**config.mk**
```make
export PLATFORM = sky130hd
export DESIGN_NAME = divider_arbiter
export DESIGN_NICKNAME = d
export VERILOG_FILES = /design/src/rtl/divider_arbiter_pkg.sv /design/src/rtl/divider_arbiter_rr_picker.sv /design/src/rtl/divider_arbiter.sv
export SDC_FILE = /design/constraint.sdc
export NUM_CORES = 1
export LEC_CHECK = 0
export BUFFER_PORTS_ARGS = -buffer_cell sky130_fd_sc_hd__buf_2
export CAP_MARGIN = 20
export CORE_MARGIN = 2
export CORE_UTILIZATION = 28
export DETAILED_ROUTE_END_ITERATION = 16
export PLACE_DENSITY_LB_ADDON = 0.05
export SLEW_MARGIN = 15
export SYNTH_ARGS = -nofsm -noshare
export SYNTH_HDL_FRONTEND = slang
export SYNTH_SLANG_ARGS = --single-unit
```
**constraint.sdc**
```tcl
create_clock -name clk_in -period 4.7 [get_ports clk_in]
set_clock_uncertainty 0.05 [all_clocks]
set_input_delay 0.705 -clock clk_in [delete_from_list [all_inputs] [get_ports clk_in]]
set_output_delay 0.705 -clock clk_in [all_outputs]
set_load 0.1 [all_outputs]
```
**src/rtl/divider_arbiter_pkg.sv**
```systemverilog
// Shared types and default sizing for the round-robin divider arbiter.
// Holds the controller state encoding and the pointer-width helper.
package divider_arbiter_pkg;

    localparam int DEF_WIDTH    = 17;
    localparam int DEF_OUT_SIZE = 9;
    localparam int DEF_NUM_REQ  = 4;
    localparam int DEF_TIMEOUT  = 64;

    typedef enum logic [1:0] {
        IDLE  = 2'd0,
        ISSUE = 2'd1,
        WAIT  = 2'd2,
        DONE  = 2'd3
    } state_t;

    // Width of a requester index; never zero so single-bit indices stay legal.
    function automatic int ptr_width(input int n);
        return (n > 1) ? $clog2(n) : 1;
    endfunction

endpackage

```
**src/rtl/divider_arbiter_rr_picker.sv**
```systemverilog
// Cyclic first-set search: finds the first requester at or after ptr,
// wrapping around, and returns it one-hot together with a found flag.
module rr_picker
    import divider_arbiter_pkg::*;
#(
    parameter int NUM_REQ = DEF_NUM_REQ,
    parameter int PTR_W   = ptr_width(NUM_REQ)
) (
    input  logic [NUM_REQ-1:0] req_mask,
    input  logic [PTR_W-1:0]   ptr,
    output logic [NUM_REQ-1:0] grant,
    output logic               found
);

    logic [PTR_W-1:0] idx;

    always_comb begin
        // NOTE: every output gets a default before the loop, otherwise a path that skips an assignment infers a latch.
        grant = '0;
        found = 1'b0;
        idx   = '0;
        for (int i = 0; i < NUM_REQ; i++) begin
            idx = PTR_W'((int'(ptr) + i) % NUM_REQ);
            if (!found && req_mask[idx]) begin
                grant[idx] = 1'b1;
                found      = 1'b1;
            end
        end
    end

endmodule

```
**src/rtl/divider_arbiter.sv**
```systemverilog
// Round-robin front end that shares one external signed divider among
// NUM_REQ requesters, with divide-by-zero bypass and a response timeout.
module divider_arbiter
    import divider_arbiter_pkg::*;
#(
    parameter int WIDTH    = DEF_WIDTH,
    parameter int OUT_SIZE = DEF_OUT_SIZE,
    parameter int NUM_REQ  = DEF_NUM_REQ,
    parameter int TIMEOUT  = DEF_TIMEOUT
) (
    input  logic                        clk_in,
    input  logic                        rst_in,
    input  logic [NUM_REQ-1:0]          req_valid_in,
    output logic [NUM_REQ-1:0]          req_ready_out,
    input  logic [NUM_REQ*WIDTH-1:0]    dividend_in,
    input  logic [NUM_REQ*WIDTH-1:0]    divisor_in,
    output logic [NUM_REQ-1:0]          result_valid_out,
    output logic signed [OUT_SIZE-1:0]  quotient_out,
    output logic                        error_out,
    output logic signed [WIDTH-1:0]     div_dividend_out,
    output logic signed [WIDTH-1:0]     div_divisor_out,
    output logic                        div_valid_out,
    input  logic signed [OUT_SIZE-1:0]  div_quotient_in,
    input  logic                        div_valid_in,
    output logic                        busy_out
);

    localparam int               PTR_W    = ptr_width(NUM_REQ);
    localparam int               CNT_W    = $clog2(TIMEOUT + 1);
    localparam logic [CNT_W-1:0] CNT_LAST = CNT_W'(TIMEOUT - 1);
    localparam logic [PTR_W-1:0] PTR_LAST = PTR_W'(NUM_REQ - 1);

    state_t                     state, state_nxt;
    logic [PTR_W-1:0]           rr_ptr, rr_ptr_nxt;
    logic [PTR_W-1:0]           gnt_idx, gnt_idx_nxt;
    logic [CNT_W-1:0]           wait_cnt, wait_cnt_nxt;
    logic signed [WIDTH-1:0]    op_a, op_a_nxt, op_b, op_b_nxt;
    logic signed [OUT_SIZE-1:0] quot, quot_nxt;
    logic                       err, err_nxt;

    logic [NUM_REQ-1:0]         pick_grant;
    logic                       pick_found;
    logic [PTR_W-1:0]           pick_idx;
    logic signed [WIDTH-1:0]    pick_a, pick_b;

    rr_picker #(
        .NUM_REQ (NUM_REQ),
        .PTR_W   (PTR_W)
    ) u_picker (
        .req_mask (req_valid_in),
        .ptr      (rr_ptr),
        .grant    (pick_grant),
        .found    (pick_found)
    );

    // Operands of the winning requester, selected by the one-hot grant.
    always_comb begin
        pick_idx = '0;
        pick_a   = '0;
        pick_b   = '0;
        for (int i = 0; i < NUM_REQ; i++) begin
            if (pick_grant[i]) begin
                pick_idx = PTR_W'(i);
                pick_a   = dividend_in[i*WIDTH +: WIDTH];
                pick_b   = divisor_in[i*WIDTH +: WIDTH];
            end
        end
    end

    always_ff @(posedge clk_in) begin
        // NOTE: sequential state uses non-blocking assignments so every register samples pre-edge values.
        if (rst_in) begin
            state    <= IDLE;
            rr_ptr   <= '0;
            gnt_idx  <= '0;
            wait_cnt <= '0;
            op_a     <= '0;
            op_b     <= '0;
            quot     <= '0;
            err      <= 1'b0;
        end else begin
            state    <= state_nxt;
            rr_ptr   <= rr_ptr_nxt;
            gnt_idx  <= gnt_idx_nxt;
            wait_cnt <= wait_cnt_nxt;
            op_a     <= op_a_nxt;
            op_b     <= op_b_nxt;
            quot     <= quot_nxt;
            err      <= err_nxt;
        end
    end

    always_comb begin
        state_nxt        = state;
        rr_ptr_nxt       = rr_ptr;
        gnt_idx_nxt      = gnt_idx;
        wait_cnt_nxt     = wait_cnt;
        op_a_nxt         = op_a;
        op_b_nxt         = op_b;
        quot_nxt         = quot;
        err_nxt          = err;
        req_ready_out    = '0;
        result_valid_out = '0;
        div_valid_out    = 1'b0;

        unique case (state)
            IDLE: begin
                // Reset wins over a grant, so ready never pulses while rst_in is high.
                if (pick_found && !rst_in) begin
                    req_ready_out = pick_grant;
                    gnt_idx_nxt   = pick_idx;
                    if (pick_b == '0) begin
                        quot_nxt  = '0;
                        err_nxt   = 1'b1;
                        state_nxt = DONE;
                    end else begin
                        // Operand registers double as the divider outputs and stay put until the next issue.
                        op_a_nxt  = pick_a;
                        op_b_nxt  = pick_b;
                        state_nxt = ISSUE;
                    end
                end
            end
            ISSUE: begin
                div_valid_out = 1'b1;
                wait_cnt_nxt  = '0;
                state_nxt     = WAIT;
            end
            WAIT: begin
                if (div_valid_in) begin
                    quot_nxt  = div_quotient_in;
                    err_nxt   = 1'b0;
                    state_nxt = DONE;
                end else if (wait_cnt == CNT_LAST) begin
                    quot_nxt  = '0;
                    err_nxt   = 1'b1;
                    state_nxt = DONE;
                end else begin
                    wait_cnt_nxt = wait_cnt + 1'b1;
                end
            end
            DONE: begin
                for (int i = 0; i < NUM_REQ; i++) begin
                    result_valid_out[i] = (gnt_idx == PTR_W'(i));
                end
                rr_ptr_nxt = (gnt_idx == PTR_LAST) ? '0 : gnt_idx + 1'b1;
                state_nxt  = IDLE;
            end
            default: state_nxt = IDLE;
        endcase
    end

    assign quotient_out     = quot;
    assign error_out        = err;
    assign div_dividend_out = op_a;
    assign div_divisor_out  = op_b;
    assign busy_out         = (state != IDLE);

endmodule

```
# Word-level counts from Yosys, hierarchy flattened
# Index checks and enable logic that the tools add are counted.
# word_totals
reg_bits	57
input_bits	152
output_inout_bits	54
elab_cells	118
# op_classes
n_addsub	5
order_cmp	8
n_eq_ne	12
n_mux	58
bitwise	4
reduce_logical	23
# op_table
operator	n
two-way mux 17 bit	8
two-way mux 9 bit	4
two-way mux 4 bit	7
two-way mux 1 bit	18
case mux 9 bit (2 select lines)	1
logical NOT 17 bit	1
two-way mux 2 bit	7
two-way mux 7 bit	2
case mux 7 bit (2 select lines)	1
< comparator 2 x 3 -> 1 bit, second input constant	4
OR 4 bit	3
binary-select mux 1 bit (select 2 bit)	4
demux 1 bit (select 2 bit)	4
equality test 2 bit, second input constant	4
greater-or-equal comparator 2 x 1 -> 1 bit, second input constant	4
logical AND 1 bit	8
!= test 2 bit, second input constant	4
case mux 2 bit (4 select lines)	1
adder 7 x 1 -> 7 bit, second input constant	1
equality test 7 x 6 -> 1 bit, second input constant	1
AND reduction 3 bit	2
nonzero test 2 bit	3
adder 2 x 1 -> 2 bit, second input constant	2
adder 2 bit, second input constant	2
8 further kinds	14

# Logic depth before layout (Yosys ltp)
# logic_depth
depth_word	20
mapped_depth	17
ltp_nobuf	12

# Hierarchy
# From an unflattened synthesis, not the netlist that was laid out.
# unflattened
hier_cells	478
area_unflattened_um2	3721.1
# modules_own_cells
mod	n_inst	cells_each	area_per_inst_um2	seq_area_each_um2
divider_arbiter	1	416	3226.8	1141.1
rr_picker	1	62	494.2	0.0

# Worst setup path before layout
# No wires, ideal clock.
# synth_timing
path_kind	reg-to-output
start	reg rr_ptr[0]
end	out req_ready_out[2]
arrival_time_ns	4.010
required_time_ns	3.945
path_slack_ns	-0.065
stages_incl_launch_ff	13
n_path_buf	5
cell_sequence	dfxtp_1 -> buf_6 -> inv_1 -> ha_1 -> mux2_2 -> mux2i_4 -> and4_1 -> buf_6 -> a2bb2oi_2 -> buf_4 -> clkbuf_1 -> clkbuf_1 -> nor2_1
# synth_via
elab_chain_len	15
elab_cells_between_ends	51
classes_between	3 x add/sub; 8 x order compare; 26 x mux; 3 x bitwise; 11 x reduce/logical
# synth_lines
element	line	text
from (decl)	divider_arbiter.sv:34	logic [PTR_W-1:0] rr_ptr, rr_ptr_nxt;
from (signal assigned)	divider_arbiter.sv:83	rr_ptr <= rr_ptr_nxt;
branches (longest 13 deep; another with < comparator 2 x 3 -> 1 bit)	-	
two-way mux 4 bit (*)	divider_arbiter.sv:109	if (pick_found && !rst_in) begin
two-way mux 4 bit (*)	divider_arbiter.sv:106	unique case (state)
to (decl)	divider_arbiter.sv:14	output logic [NUM_REQ-1:0] req_ready_out,
# Mark *: on every way between the ends. The select of a mux whose other input is x is not followed.

# Worst setup path after layout
# layout_timing
start	reg rr_ptr[0]
end	reg quot[0], in the netlist quotient_out[0]
# layout_via
elab_chain_len	19
elab_cells_between_ends	57
classes_between	3 x add/sub; 8 x order compare; 2 x eq/ne; 28 x mux; 3 x bitwise; 13 x reduce/logical
# layout_lines
element	line	text
branches (longest 18 deep; another with < comparator 2 x 3 -> 1 bit)	-	
AND reduction 4 bit (no source line) (*)	-	
to (signal assigned)	divider_arbiter.sv:88	quot <= quot_nxt;
to (decl)	divider_arbiter.sv:38	logic signed [OUT_SIZE-1:0] quot, quot_nxt;
# Marked as above.
# A chain may end at the register's enable or synchronous reset.

==> reports/results.tsv <==
metric	value	unit
final WL	15.4	mm
worst hold path class	register to register	
final core utilization	38.8	%
synthesized cell area	4330	µm²
Post-Syn Nets	700	
largest net degree at the start of global routing	64	
Tmin final	4410	ps
syn avg cell area	8.14	µm²
Critical Path AT	4610	ps
Layout Nets	895	
slew at the pin closest to its max-slew limit	815	ps
number of enable flip-flop cells after synthesis	0	
Max Cap Violations	0	
FF-to-FF Start	rr_ptr[0]$_SDFFE_PP0P_	
Setup CP Type	register to register	
status	finished, final reports clean	
register area share after synthesis	26.4	%
slew margin rel.	45.6	%
fmax	0.227	GHz
Ant. Diodes	0	
routed length per instance	16.8	µm
die span in y	128	µm
most frequent cells in the layout	buf_2 (204), a211oi_1 (76), dfxtp_1 (57)	
vias per cell	5.25	
Synth Register Bits	57	
Initial DRC Count	228	
RSZ-0062 raised after global routing	false	
routed via count	4826	
Synth Warn #	0	
num ports	206	
hold slack final	396	ps
gr usage total	18.4	%
die width	128	µm
share of cells above drive strength 1	37.2	%
PD cells	643	nW/µm²
DR pass1 iterations	4	
CTS tree	yes	
CP endpoint kind	register	
Starting Density	28.6	%
hold path start	div_divisor_out[1]$_SDFFE_PP0P_	
top cell type's share of synthesized area	26.4	%
global-route wire length before repair	24.1	mm
Synth area leader	dfxtp_1	
port bufs	205	
# clock sinks	57	
Lkg Pwr	2.58	nW
most common cell after layout, fill and taps aside	buf_2	
maximum fanout along the worst path	32	
Clock Root Buffer	clkbuf_16	
GP Congestion	0.863	
clock-pin slew on the worst setup and hold paths	50	ps
drt drc	0	
CTS H-Tree Depth	3	
FP Rows	45	
worst skew pair latency	320	ps
Final Setup Violations	0	
CTS buffer count	9	
setup total negative slack	0	ps
CP Launch Type	register	
Setup crit start	rr_ptr[0]$_SDFFE_PP0P_	
Core ar.	15100	µm²
GRT Residual Overflow	0	
top post-synthesis cells by area	dfxtp_1 (26%), a211oi_1 (13%), nor2_1 (4.9%), ha_1 (4.6%), mux2i_1 (3.9%)	
ANT nets after route	0	
Clock Tree Buf Depth	2	
Slew Limit Fails	0	
fraction of registers with async set/reset	0	%
die area	16500	µm²
synth unique cells	54	
top_reg_cell synth	dfxtp_1	
initial antenna violation count	0	
Hold Fails Final Rpt	0	
Critical Path RT	4900	ps
Final HPWL DP	11.9	mm
fin crit share	93.8	%
VDD IR max	0.289	mV
area grow syn2layout	35.7	%
vias in the first global route	4688	
CTS Hold Bufs	0	
post-synthesis cell count	532	
Post-CTS Setup Bufs	0	
area by class of cell:
cell class                      instances  area, µm²
Sequential cell                        57       1140
Multi-Input combinational cell        399       2860
Fill cell                            1582       9270
Inverter                               30        113
Tap cell                              188        235
Clock inverter                          3       40.0
Timing Repair Buffer                  230       1230
Clock buffer                           12        256
synthesized netlist by cell type, types with 4 or more instances:
cell type and n:
a211oi_1 76, a21oi_1 9, a221oi_1 18, and2_1 7, buf_2 7, buf_4 7, buf_6 7, clkbuf_1 24
dfxtp_1 57, ha_1 16, inv_1 29, mux2i_1 17, nand2_1 42, nand2b_1 14, nand3_1 28, nand3b_1 9
nand4b_1 9, nor2_1 57, nor3_1 24, o22ai_1 4, o31ai_1 18
critical path, cell delays in order (launching register included):
cell and delay (ps):
dfxtp_1 320, inv_1 130, ha_1 420, mux2_2 420
mux2i_4 320, and4_2 510, o2bb2ai_4 420, a211oi_1 100
a211oi_1 590, nor4_2 90, and4_1 280, a41oi_2 180
buf_4 250, mux2i_1 220
routing by layer:
layer	vias to the layer above	GRT usage (%)	share of wire (%)
li1	2373	-	-
met1	2243	23.1	43
met2	185	32.2	49
met3	25	3.28	6.0
met4	0	5.49	2.0
met5	-	0	0
timing repair:
action | in CTS | in global routing
gates resized for setup | 0 | 2
endpoints found under the hold margin | 0 | 0
setup endpoints to repair | 0 | 33
flip-flops by register name, summed over array words and instances, names as in the netlist:
signal            cells
div_dividend_out     17
div_divisor_out      17
error_out             1
gnt_idx               2
quotient_out          9
rr_ptr                2
state                 2
wait_cnt              7
cell families (layout without fill, tap and decap cells):
family          Yosys count  count (layout)  share of synthesized area [%]
simple gates            203             203                           23.5
mux                      23              23                           6.27
flops                    57              57                           26.4
fa+ha+maj                16              16                           4.62
xor+xnor                  3               3                          0.607
buf+inv                  76             275                           8.61
compound gates          154             154                           30.1
per-stage QoR:
stage / instance area [µm²] / total power, W / instances / setup slack [ps]
after detailed placement: 5570 / 0.00315 / 904 / 18.1
after global placement: 5570 / 0.00314 / 904 / 104
final: 5880 / 0.00378 / 919 / 292
after global routing: 5880 / 0.00400 / 919 / 50.4
after floorplan: 4330 / 0.00259 / 532 / 303
after CTS: 5870 / 0.00382 / 919 / 0.402
report_power, final:
part | switching, W | internal (W)
Combinational | 0.00182 | 0.000601
Sequential | 0.0000930 | 0.000614
Clock | 0.000219 | 0.000434
worst paths after layout:
check	to	slack, ps	depth (start not counted)
max reg2reg	quotient_out[0]$_SDFFE_PP0P_	290	13
max	quotient_out[0]$_SDFFE_PP0P_	290	13
min	div_divisor_out[1]$_SDFFE_PP0P_	400	2
min reg2reg	div_divisor_out[1]$_SDFFE_PP0P_	400	2
(Power assumes the default switching activity.)
